$ cat config.mk
export PLATFORM = sky130hd
export DESIGN_NAME = addsub_serial
export DESIGN_NICKNAME = d
export VERILOG_FILES = /design/src/rtl/addsub_serial.sv
export SDC_FILE = /design/constraint.sdc
export NUM_CORES = 1
export LEC_CHECK = 0
export BUFFER_PORTS_ARGS = -buffer_cell sky130_fd_sc_hd__buf_2
export CAP_MARGIN = 30
export CORE_MARGIN = 2
export CORE_UTILIZATION = 40
export CTS_CLUSTER_DIAMETER = 150
export DETAILED_ROUTE_END_ITERATION = 8
export SLEW_MARGIN = 20
export SYNTH_ARGS = -nofsm -noshare
export SYNTH_HDL_FRONTEND = slang
export SYNTH_SLANG_ARGS = --single-unit
$ cat constraint.sdc
create_clock -name clock -period 1.9 [get_ports clock]
set_input_delay 0.095 -clock clock [delete_from_list [all_inputs] [get_ports clock]]
set_output_delay 0.095 -clock clock [all_outputs]
set_load 0.1 [all_outputs]
$ cat src/rtl/addsub_serial.sv
// Digit-serial adder/subtractor: DIGIT bits per clock, LSB first, with carry, signed-overflow
// and zero flags under a start/busy/done handshake.
module addsub_serial #(
  parameter int unsigned WIDTH = 8,
  parameter int unsigned DIGIT = 1
) (
  input  logic             clock,
  input  logic             reset,
  input  logic             start,
  input  logic             mode,
  input  logic [WIDTH-1:0] minuend,
  input  logic [WIDTH-1:0] subtrahend,
  output logic             busy,
  output logic             done,
  output logic [WIDTH-1:0] sum_diff,
  output logic             carry_out,
  output logic             overflow,
  output logic             zero
);

  localparam int unsigned N    = WIDTH / DIGIT;
  localparam int unsigned CntW = (N > 1) ? $clog2(N) : 1;

  if (WIDTH < 2 || DIGIT < 1 || (WIDTH % DIGIT) != 0) begin : g_bad_params
    $error("addsub_serial: WIDTH must be >= 2 and an integer multiple of DIGIT");
  end

  typedef enum logic [0:0] {StIdle, StRun} state_e;

  state_e            state_q, state_d;
  logic [WIDTH-1:0]  a_q, a_d, b_q, b_d, res_q, res_d;
  logic              carry_q, carry_d;
  logic [CntW-1:0]   cnt_q, cnt_d;
  logic [WIDTH-1:0]  sum_q, sum_d;
  logic              cout_q, cout_d, ovf_q, ovf_d, zero_q, zero_d, done_q, done_d;

  logic [DIGIT:0]         dsum;
  logic [WIDTH+DIGIT-1:0] res_cat;
  logic                   cin_msb;
  logic                   last;

  always_comb begin
    dsum    = {1'b0, a_q[DIGIT-1:0]} + {1'b0, b_q[DIGIT-1:0]} + {{DIGIT{1'b0}}, carry_q};
    res_cat = {dsum[DIGIT-1:0], res_q};
    // Carry into the top bit of this digit; on the last digit that is the carry into the MSB.
    cin_msb = dsum[DIGIT-1] ^ a_q[DIGIT-1] ^ b_q[DIGIT-1];
    last    = (cnt_q == CntW'(N - 1));

    state_d = state_q;
    a_d     = a_q;
    b_d     = b_q;
    res_d   = res_q;
    carry_d = carry_q;
    cnt_d   = cnt_q;
    sum_d   = sum_q;
    cout_d  = cout_q;
    ovf_d   = ovf_q;
    zero_d  = zero_q;
    done_d  = 1'b0;

    case (state_q)
      StIdle: begin
        if (start) begin
          a_d     = minuend;
          b_d     = mode ? ~subtrahend : subtrahend;
          carry_d = mode;
          res_d   = '0;
          cnt_d   = '0;
          state_d = StRun;
        end
      end
      StRun: begin
        a_d     = a_q >> DIGIT;
        b_d     = b_q >> DIGIT;
        carry_d = dsum[DIGIT];
        res_d   = res_cat[WIDTH+DIGIT-1:DIGIT];
        cnt_d   = cnt_q + 1'b1;
        if (last) begin
          // Committed outputs change only here, so sum_diff never shows a partial result.
          sum_d   = res_cat[WIDTH+DIGIT-1:DIGIT];
          cout_d  = dsum[DIGIT];
          ovf_d   = cin_msb ^ dsum[DIGIT];
          zero_d  = ~|res_cat[WIDTH+DIGIT-1:DIGIT];
          done_d  = 1'b1;
          cnt_d   = '0;
          state_d = StIdle;
        end
      end
      default: state_d = StIdle;
    endcase
  end

  always_ff @(posedge clock) begin
    if (reset) begin
      state_q <= StIdle;
      a_q     <= '0;
      b_q     <= '0;
      res_q   <= '0;
      carry_q <= 1'b0;
      cnt_q   <= '0;
      sum_q   <= '0;
      cout_q  <= 1'b0;
      ovf_q   <= 1'b0;
      zero_q  <= 1'b0;
      done_q  <= 1'b0;
    end else begin
      state_q <= state_d;
      a_q     <= a_d;
      b_q     <= b_d;
      res_q   <= res_d;
      carry_q <= carry_d;
      cnt_q   <= cnt_d;
      sum_q   <= sum_d;
      cout_q  <= cout_d;
      ovf_q   <= ovf_d;
      zero_q  <= zero_d;
      done_q  <= done_d;
    end
  end

  assign busy      = (state_q == StRun);
  assign done      = done_q;
  assign sum_diff  = sum_q;
  assign carry_out = cout_q;
  assign overflow  = ovf_q;
  assign zero      = zero_q;

endmodule

==> summary.md, run 1 <==
| Metric | Value |
|---|---|
| Initial core utilization | `41.58%` |
| Number of global-route vias before repair | `1,299` |
| Kind of launch point of the worst setup path | `flop` |
| Clock period minus final worst setup slack | `1.489 ns` |
| Reg-to-reg startpoint | `a_q[0]` |
| Transition time of the tightest slew-check pin | `0.5099 ns` |
| Post-Synthesis Cells | `189` |
| Total inserted antenna cells | `0` |
| P&R area growth vs syn | `14.48%` |
| CTS tree | `built` |
| Part of the cycle the worst path needs | `78.39%` |
| Drt drc | `0` |
| Data arrival time of the critical path | `1.71 ns` |
| Max IR drop VDD | `0.0004113 V` |
| Placed wire-length estimate after detailed placement | `2134 um` |
| I/O pin count | `33` |
| RSZ-0062 raised after global routing | `false` |
| Number of levels the H-tree was split into | `2` |
| Chip height | `71.51 um` |
| Average instance area after synthesis | `9.645 um2` |
| Endpoint required time on the critical path | `2.12 ns` |
| Total standard cell area after synthesis | `1823 um2` |
| Worst slew margin | `66.01%` |
| Final Util | `47.60%` |
| Setup violation total in the final timing report | `0` |
| Antenna violations before repair | `0` |
| Core Area | `4384 um2` |
| R2R Path End | `overflow` |
| Total overflow reported by the global router | `0` |
| Layout cell share with drive strength beyond 1 | `24.77%` |
| Library cell used as clock root buffer | `clkbuf_8` |
| Number of port buffers | `32` |
| Final WL | `3123 um` |
| Largest net degree at the start of global routing | `23` |
| Global-route wire length before repair | `5602 um` |
| GRT Util Overall | `13.95%` |
| Number of sinks driven by the clock tree | `40` |
| Post-synth top area share | `43.93%` |
| Routed Antenna Nets | `0` |
| Worst setup EP type | `flop` |
| Post-synthesis net count | `212` |
| Number of enable-type register cells in the synthesized netlist | `0` |
| Row cnt | `24` |
| First-iteration detailed-routing DRC count | `94` |
| Path depth of the worst reg2reg path | `4` |
| Worst setup endpoint | `overflow` |
| Number of synthesized register bits | `40` |
| Worst-path fanout max | `4` |
| First drt pass iteration count | `4` |
| Synth area leader | `dfxtp_1` |
| Share of the yosys chip area belonging to registers | `43.93%` |
| Wire length per cell | `11.57 um` |
| Insertion delay to the later sink of the worst-skew pair | `0.29 ns` |
| Most used standard cells in the synthesized netlist | `dfxtp_1, nand2_1, nor2_1` |
| Number of buffers on the longest clock path | `2` |
| Flip-flop cell with the highest count after synthesis | `dfxtp_1` |
| Setup TNS | `0 ns` |
| Post-synth cell types | `26` |
| Setup bufs post-CTS | `0` |
| Layout Nets | `240` |
| Number of hold buffers added after cts | `0` |
| Die width | `71.51 um` |
| Worst clock skew | `0.008983 ns` |
| Top cells by area in the synthesized netlist | `dfxtp_1, mux2i_1, mux2_4, nand2_1, a21oi_1` |
| Asr flop ratio synth | `0%` |
| Critical path class | `flop to flop` |
| Critical Path Start | `a_q[0]` |
| Leakage | `0.8735 nW` |
| Max-cap violations | `0` |
| Highest attainable clock frequency | `671.4 MHz` |
| Average via count per standard cell | `4.844` |
| Number of clock buffers inserted by TritonCTS | `5` |
| Register-to-register setup slack | `0.41 ns` |
| Vias | `1,308` |
| Power Density | `864.5 nW/um2` |
| Clk pin slew, worst setup/hold paths | `0.07 ns` |
| Most frequent cell after synthesis | `dfxtp_1` |
| Worst Hold Path Cells | `3` |
| Final number of hold-violating endpoints | `0` |
| Worst min-delay path category | `primary input to flop` |
| Warnings from Yosys | `0` |
| Overall die area | `5114 um2` |
| Outcome | `finished, final reports clean` |
| Gpl congestion | `0.7512` |
| Post-cts repair resize count | `0` |
| Final Slew Violations | `0` |
[layer usage]
| metal | part of all wire [%] | up-vias | GRT usage (%) | wire (um) |
|---|---|---|---|---|
| met3 | 4.6 | 8 | 3.797 | 143 |
| li1 | - | 696 | - | - |
| met4 | 2.3 | 0 | 7.547 | 73 |
| met2 | 43 | 27 | 21.50 | 1338 |
| met5 | 0 | - | 0 | 0 |
| met1 | 50 | 577 | 17.72 | 1568 |
[layout by cell type (no fill, tap or decap)]
cell       Yosys  final
dfxtp_1       40     40
buf_2          4     31
nand2_1       27     27
nor2_1        22     22
a21oi_1       20     20
mux2i_1       16     16
nor3b_1        9      9
mux2_4         7      7
xor2_1         7      7
o22ai_1        7      7
clkbuf_8       0      5
xnor2_1        4      4
nand2b_1       3      3
buf_4          4      3
a211oi_2       2      2
nor4_1         2      2
ha_1           2      2
buf_12         1      2
or2_2          1      1
and2_1         1      1
nand3_1        1      1
o22a_1         1      1
mux2_2         1      1
fa_1           1      1
clkbuf_1       1      1
bufinv_16      0      1
clkinv_2       0      1
[through the flow]
stage | cells | cell area, um2 | setup WS [ns] | hold WS (ns) | power (mW)
final | 270 | 2087 | 0.4106 | 0.03399 | 1.804
after global routing | 270 | 2087 | 0.2559 | 0.08306 | 1.894
after CTS | 270 | 2087 | 0.3958 | 0.02564 | 1.831
after detailed placement | 262 | 1979 | 0.4230 | 0.3386 | 1.153
after global placement | 262 | 1979 | 0.4333 | 0.3344 | 1.151
after floorplan | 189 | 1823 | 0.1966 | 0.2422 | 1.105
[area by class of cell]
type,count,area [um2]
clock buffers,6,72.57
well taps,52,65.06
flip-flops and latches,40,800.8
clock inverters,2,35.03
repair buffers,36,217.7
fillers,429,2297
multi-input cells,134,895.9
[how the worst min path moves through the flow]
stage | startpoint | end | slack (ns)
after floorplan | minuend[7] | a_q[7] | 0.24
after global placement | minuend[7] | a_q[7] | 0.33
after detailed placement | minuend[7] | a_q[7] | 0.34
after CTS | minuend[7] | a_q[7] | 0.03
after global routing | minuend[7] | a_q[7] | 0.08
final | minuend[7] | a_q[7] | 0.03
[sequential cells by signal, summed over array words and instances, names as in the netlist]
signal / flops
a_q: 8
b_q: 8
sum_diff: 8
res_q: 7
cnt_q: 3
busy: 1
carry_out: 1
carry_q: 1
done: 1
overflow: 1
zero: 1
[power by group]
part           internal (mW)  switching (mW)  total (mW)
clock network          0.390           0.285       0.675
logic                  0.117           0.118       0.234
registers              0.871          0.0244       0.896
total                   1.38           0.427        1.80
[cells by family (layout without fill, tap and decap cells)]
group	after synthesis	in the layout	share of synthesized area, %
AOI/OAI and AO/OA	30	30	9.746
xor gates and xnor gates	11	11	5.285
adders and majority gates	3	3	2.471
buffers and inverters	15	44	6.932
DFF	40	40	43.93
muxes	24	24	15.17
and+or+nand+nor	66	66	16.47
[worst max-delay path, stage by stage, from the launching register on]
cell,delay (ns)
dfxtp_1,0.35
fa_1,0.62
xnor2_1,0.15
xnor2_1,0.10
a211oi_2,0.20
(Power assumes the default switching activity.)
==> run 2: changes to the inputs <==
--- a/config.mk
+++ b/config.mk
@@ -5,6 +5,7 @@
 export SDC_FILE = /design/constraint.sdc
 export NUM_CORES = 1
 export LEC_CHECK = 0
+export ABC_AREA = 1
 export BUFFER_PORTS_ARGS = -buffer_cell sky130_fd_sc_hd__buf_2
 export CAP_MARGIN = 30
 export CORE_MARGIN = 2
==> constraint.sdc (replaced) <==
create_clock -name clock -period 1.5 [get_ports clock]
set_input_delay 0.075 -clock clock [delete_from_list [all_inputs] [get_ports clock]]
set_output_delay 0.075 -clock clock [all_outputs]
set_load 0.1 [all_outputs]
==> run 2 against run 1 <==
  * Register-to-register slack got worse by 0.28 ns
  * Non-clock buffer count unchanged
  * Wire length increased by 8.5%
  * Sequential power increased by 26%
  * Global-route usage increased by 0.39 points
==> summary.md, run 2 <==
| Metric | Value |
|---|---|
| Overall die area | `5090 um2 (-0.46%)` |
| Row cnt | `24 (unchanged)` |
| Total standard cell area after synthesis | `1814 um2 (-0.48%)` |
| Leakage | `1.099 nW (+26%)` |
| Max-cap violations | `0 (unchanged)` |
| P&R area growth vs syn | `20.48%` |
| Library cell used as clock root buffer | `clkbuf_8` |
| Final number of hold-violating endpoints | `0 (unchanged)` |
| I/O pin count | `33 (unchanged)` |
| Largest net degree at the start of global routing | `29 (+26%)` |
| Part of the cycle the worst path needs | `92.96%` |
| Worst clock skew | `0.005675 ns (-0.003308 ns)` |
| Initial core utilization | `41.67% (+0.086 points)` |
| Insertion delay to the later sink of the worst-skew pair | `0.29 ns (about the same)` |
| CP Buf/Inv Count | `1 (+1)` |
| Switching power summed over all nets | `558.0 uW (+31%)` |
| Post-Synthesis Cells | `261 (+38%)` |
| Number of clock buffers inserted by TritonCTS | `5 (unchanged)` |
| Number of synthesized register bits | `40 (unchanged)` |
| Transition time of the tightest slew-check pin | `0.4862 ns (-0.02364 ns)` |
| Post-synth cell types | `22 (-15%)` |
| Outcome | `finished, final reports clean` |
| Average instance area after synthesis | `6.951 um2 (-28%)` |
| Global-route wire length before repair | `5947 um (+6.2%)` |
| Setup TNS | `0 ns (unchanged)` |
| Asr flop ratio synth | `0% (unchanged)` |
| Largest incremental delay on the critical path | `0.54 ns (-0.08 ns)` |
| Worst slew margin | `67.81% (+1.8 points)` |
| Switching part of the total power | `21.65% (-2.0 points)` |
| Setup violation total in the final timing report | `0 (unchanged)` |
| Share of total power in combinational logic | `9.3% (-3.7 points)` |
| Vias | `1,590 (+22%)` |
| Most frequent cell after synthesis | `nand2_1` |
| Total overflow reported by the global router | `0 (unchanged)` |
| Number of levels the H-tree was split into | `2 (unchanged)` |
| Number of sinks driven by the clock tree | `40 (unchanged)` |
| Series of cell instances along the critical path | `buf_2` |
| First-iteration detailed-routing DRC count | `49 (-48%)` |
| Highest attainable clock frequency | `717.2 MHz` |
| Sequential Power Share | `43.9% (-5.7 points)` |
| Leading cell type in the layout, fill and taps excluded | `nand2_1` |
| Layout cell share with drive strength beyond 1 | `19.26% (-5.5 points)` |
| CTS tree | `built` |
| Share of the yosys chip area belonging to registers | `44.14% (+0.21 points)` |
| Number of port buffers | `32 (unchanged)` |
| Internal power of the cells | `2.020 mW (+47%)` |
| Post-synthesis net count | `284 (+34%)` |
| Average via count per standard cell | `4.569 (-5.7%)` |
| Post-synth top area share | `44.14% (+0.21 points)` |
| Core Area | `4354 um2 (-0.68%)` |
| Wire length per cell | `9.741 um (-16%)` |
| Chip height | `71.35 um (-0.23%)` |
| Total inserted antenna cells | `0 (unchanged)` |
| Clk pin slew, worst setup/hold paths | `0.08 ns (about the same)` |
| Layout Nets | `318 (+33%)` |
| Critical path's top delay family | `flip-flops` |
| Max IR drop VDD | `0.0005950 V (+45%)` |
| Number of buffers on the longest clock path | `2 (unchanged)` |
| Worst min-delay path category | `primary input to flop` |
| Commonest cells after routing, fill and taps aside | `nand2_1, dfxtp_1, buf_2` |
| Number of global-route vias before repair | `1,442 (+11%)` |
| GRT Util Overall | `14.33% (+0.39 points)` |
| Synth area leader | `dfxtp_1` |
| Library cell contributing the largest single delay on the critical path | `dfxtp_4` |
| Warnings from Yosys | `0 (unchanged)` |
| Routed Antenna Nets | `0 (unchanged)` |
| Die width | `71.35 um (-0.23%)` |
| RSZ-0062 raised after global routing | `false` |
| Final Slew Violations | `0 (unchanged)` |
| Data arrival time of the critical path | `1.32 ns (-0.39 ns)` |
| Gpl congestion | `0.7669 (+2.1%)` |
| Worst-path fanout max | `19 (+15)` |
| Worst setup EP type | `primary output` |
| Kind of launch point of the worst setup path | `flop` |
| Antenna violations before repair | `0 (unchanged)` |
| Top cells by area in the synthesized netlist | `dfxtp_1, nand2_1, inv_1, a21oi_1, nand3_1` |
| Flip-flop cell with the highest count after synthesis | `dfxtp_1` |
| Most used standard cells in the synthesized netlist | `nand2_1, dfxtp_1, inv_1` |
| First drt pass iteration count | `4 (unchanged)` |
| Endpoint required time on the critical path | `1.42 ns (-0.70 ns)` |
| Final WL | `3390 um (+8.5%)` |
| Clock power share | `46.8% (+9.4 points)` |
| Critical path class | `flop to primary output` |
| Number of enable-type register cells in the synthesized netlist | `0 (unchanged)` |
| Placed wire-length estimate after detailed placement | `2369 um (+11%)` |
| Clock period minus final worst setup slack | `1.394 ns` |
| Drt drc | `0 (unchanged)` |
| Power Density | `1179 nW/um2 (+36%)` |
| Setup bufs post-CTS | `0 (unchanged)` |
| Worst Hold Margin | `0.02559 ns (-0.008400 ns)` |
-- run 2: metal layers --
metal / global-route usage (%) / wire, um / share of wire, % / up-vias
met1: 18.20 / 1744 / 51 / 686
met2: 22.94 / 1404 / 41 / 31
met4: 6.289 / 60 / 1.8 / 0
li1: - / - / - / 866
met5: 0 / 0 / 0 / -
met3: 3.797 / 180 / 5.3 / 7
-- run 2: cells by family after synthesis --
family | Yosys count | share of synthesized area [%]
flip-flops | 40 | 44.14
adder cells (fa/ha/maj) | 3 | 2.483
AO/OA/AOI/OAI | 31 | 9.724
AND/OR/NAND/NOR | 148 | 33.93
buffers and inverters | 39 | 9.724
-- run 2: repair_timing --
item                                    in CTS  in global routing
hold buffers                                 0                  0
resized for setup                            0                  6
hold endpoints to repair                     0                  0
endpoints found under the setup margin       0                 10
-- run 2: final cells by class --
| class | count | area (um2) |
|---|---|---|
| fillers | 461 | 2168 |
| repair buffers | 36 | 190.2 |
| repair inverters | 1 | 7.507 |
| multi-input cells | 182 | 844.6 |
| well taps | 52 | 65.06 |
| flip-flops and latches | 40 | 807.0 |
| clock inverters | 3 | 90.09 |
| inverters | 29 | 112.6 |
| clock buffers | 5 | 68.82 |
-- run 2: worst min-delay path: stages --
cell and delay [ns]:
buf_2 0.09, nand2_1 0.05, a21oi_1 0.05
-- run 2: final timing paths --
path / from / cells after the start / end / slack (ns)
max: busy / 1 / busy / 0.11
min: minuend[7] / 3 / a_q[7] / 0.03
max reg2reg: carry_q / 7 / overflow / 0.13
min reg2reg: sum_diff[5] / 2 / sum_diff[5] / 0.45
-- run 2: metrics by stage --
stage	instances	util, %	total power, mW	setup WS, ns	cell area [um2]
floorplan	261	-	1.334	0.1522	1818
global placement	339	46.06	1.391	0.1119	2006
detailed placement	339	46.06	1.392	0.09278	2006
CTS	347	49.71	2.604	0.08117	2165
global route	348	50.20	2.681	0.03296	2186
finish	348	50.20	2.578	0.1056	2186
-- run 2: power by group through the flow --
stage	combinational, mW	sequential [mW]	clock [mW]
after floorplan	0.183	1.15	0
after global placement	0.236	1.16	0
after detailed placement	0.237	1.16	0
after CTS	0.238	1.13	1.24
after global routing	0.277	1.14	1.27
final	0.240	1.13	1.21
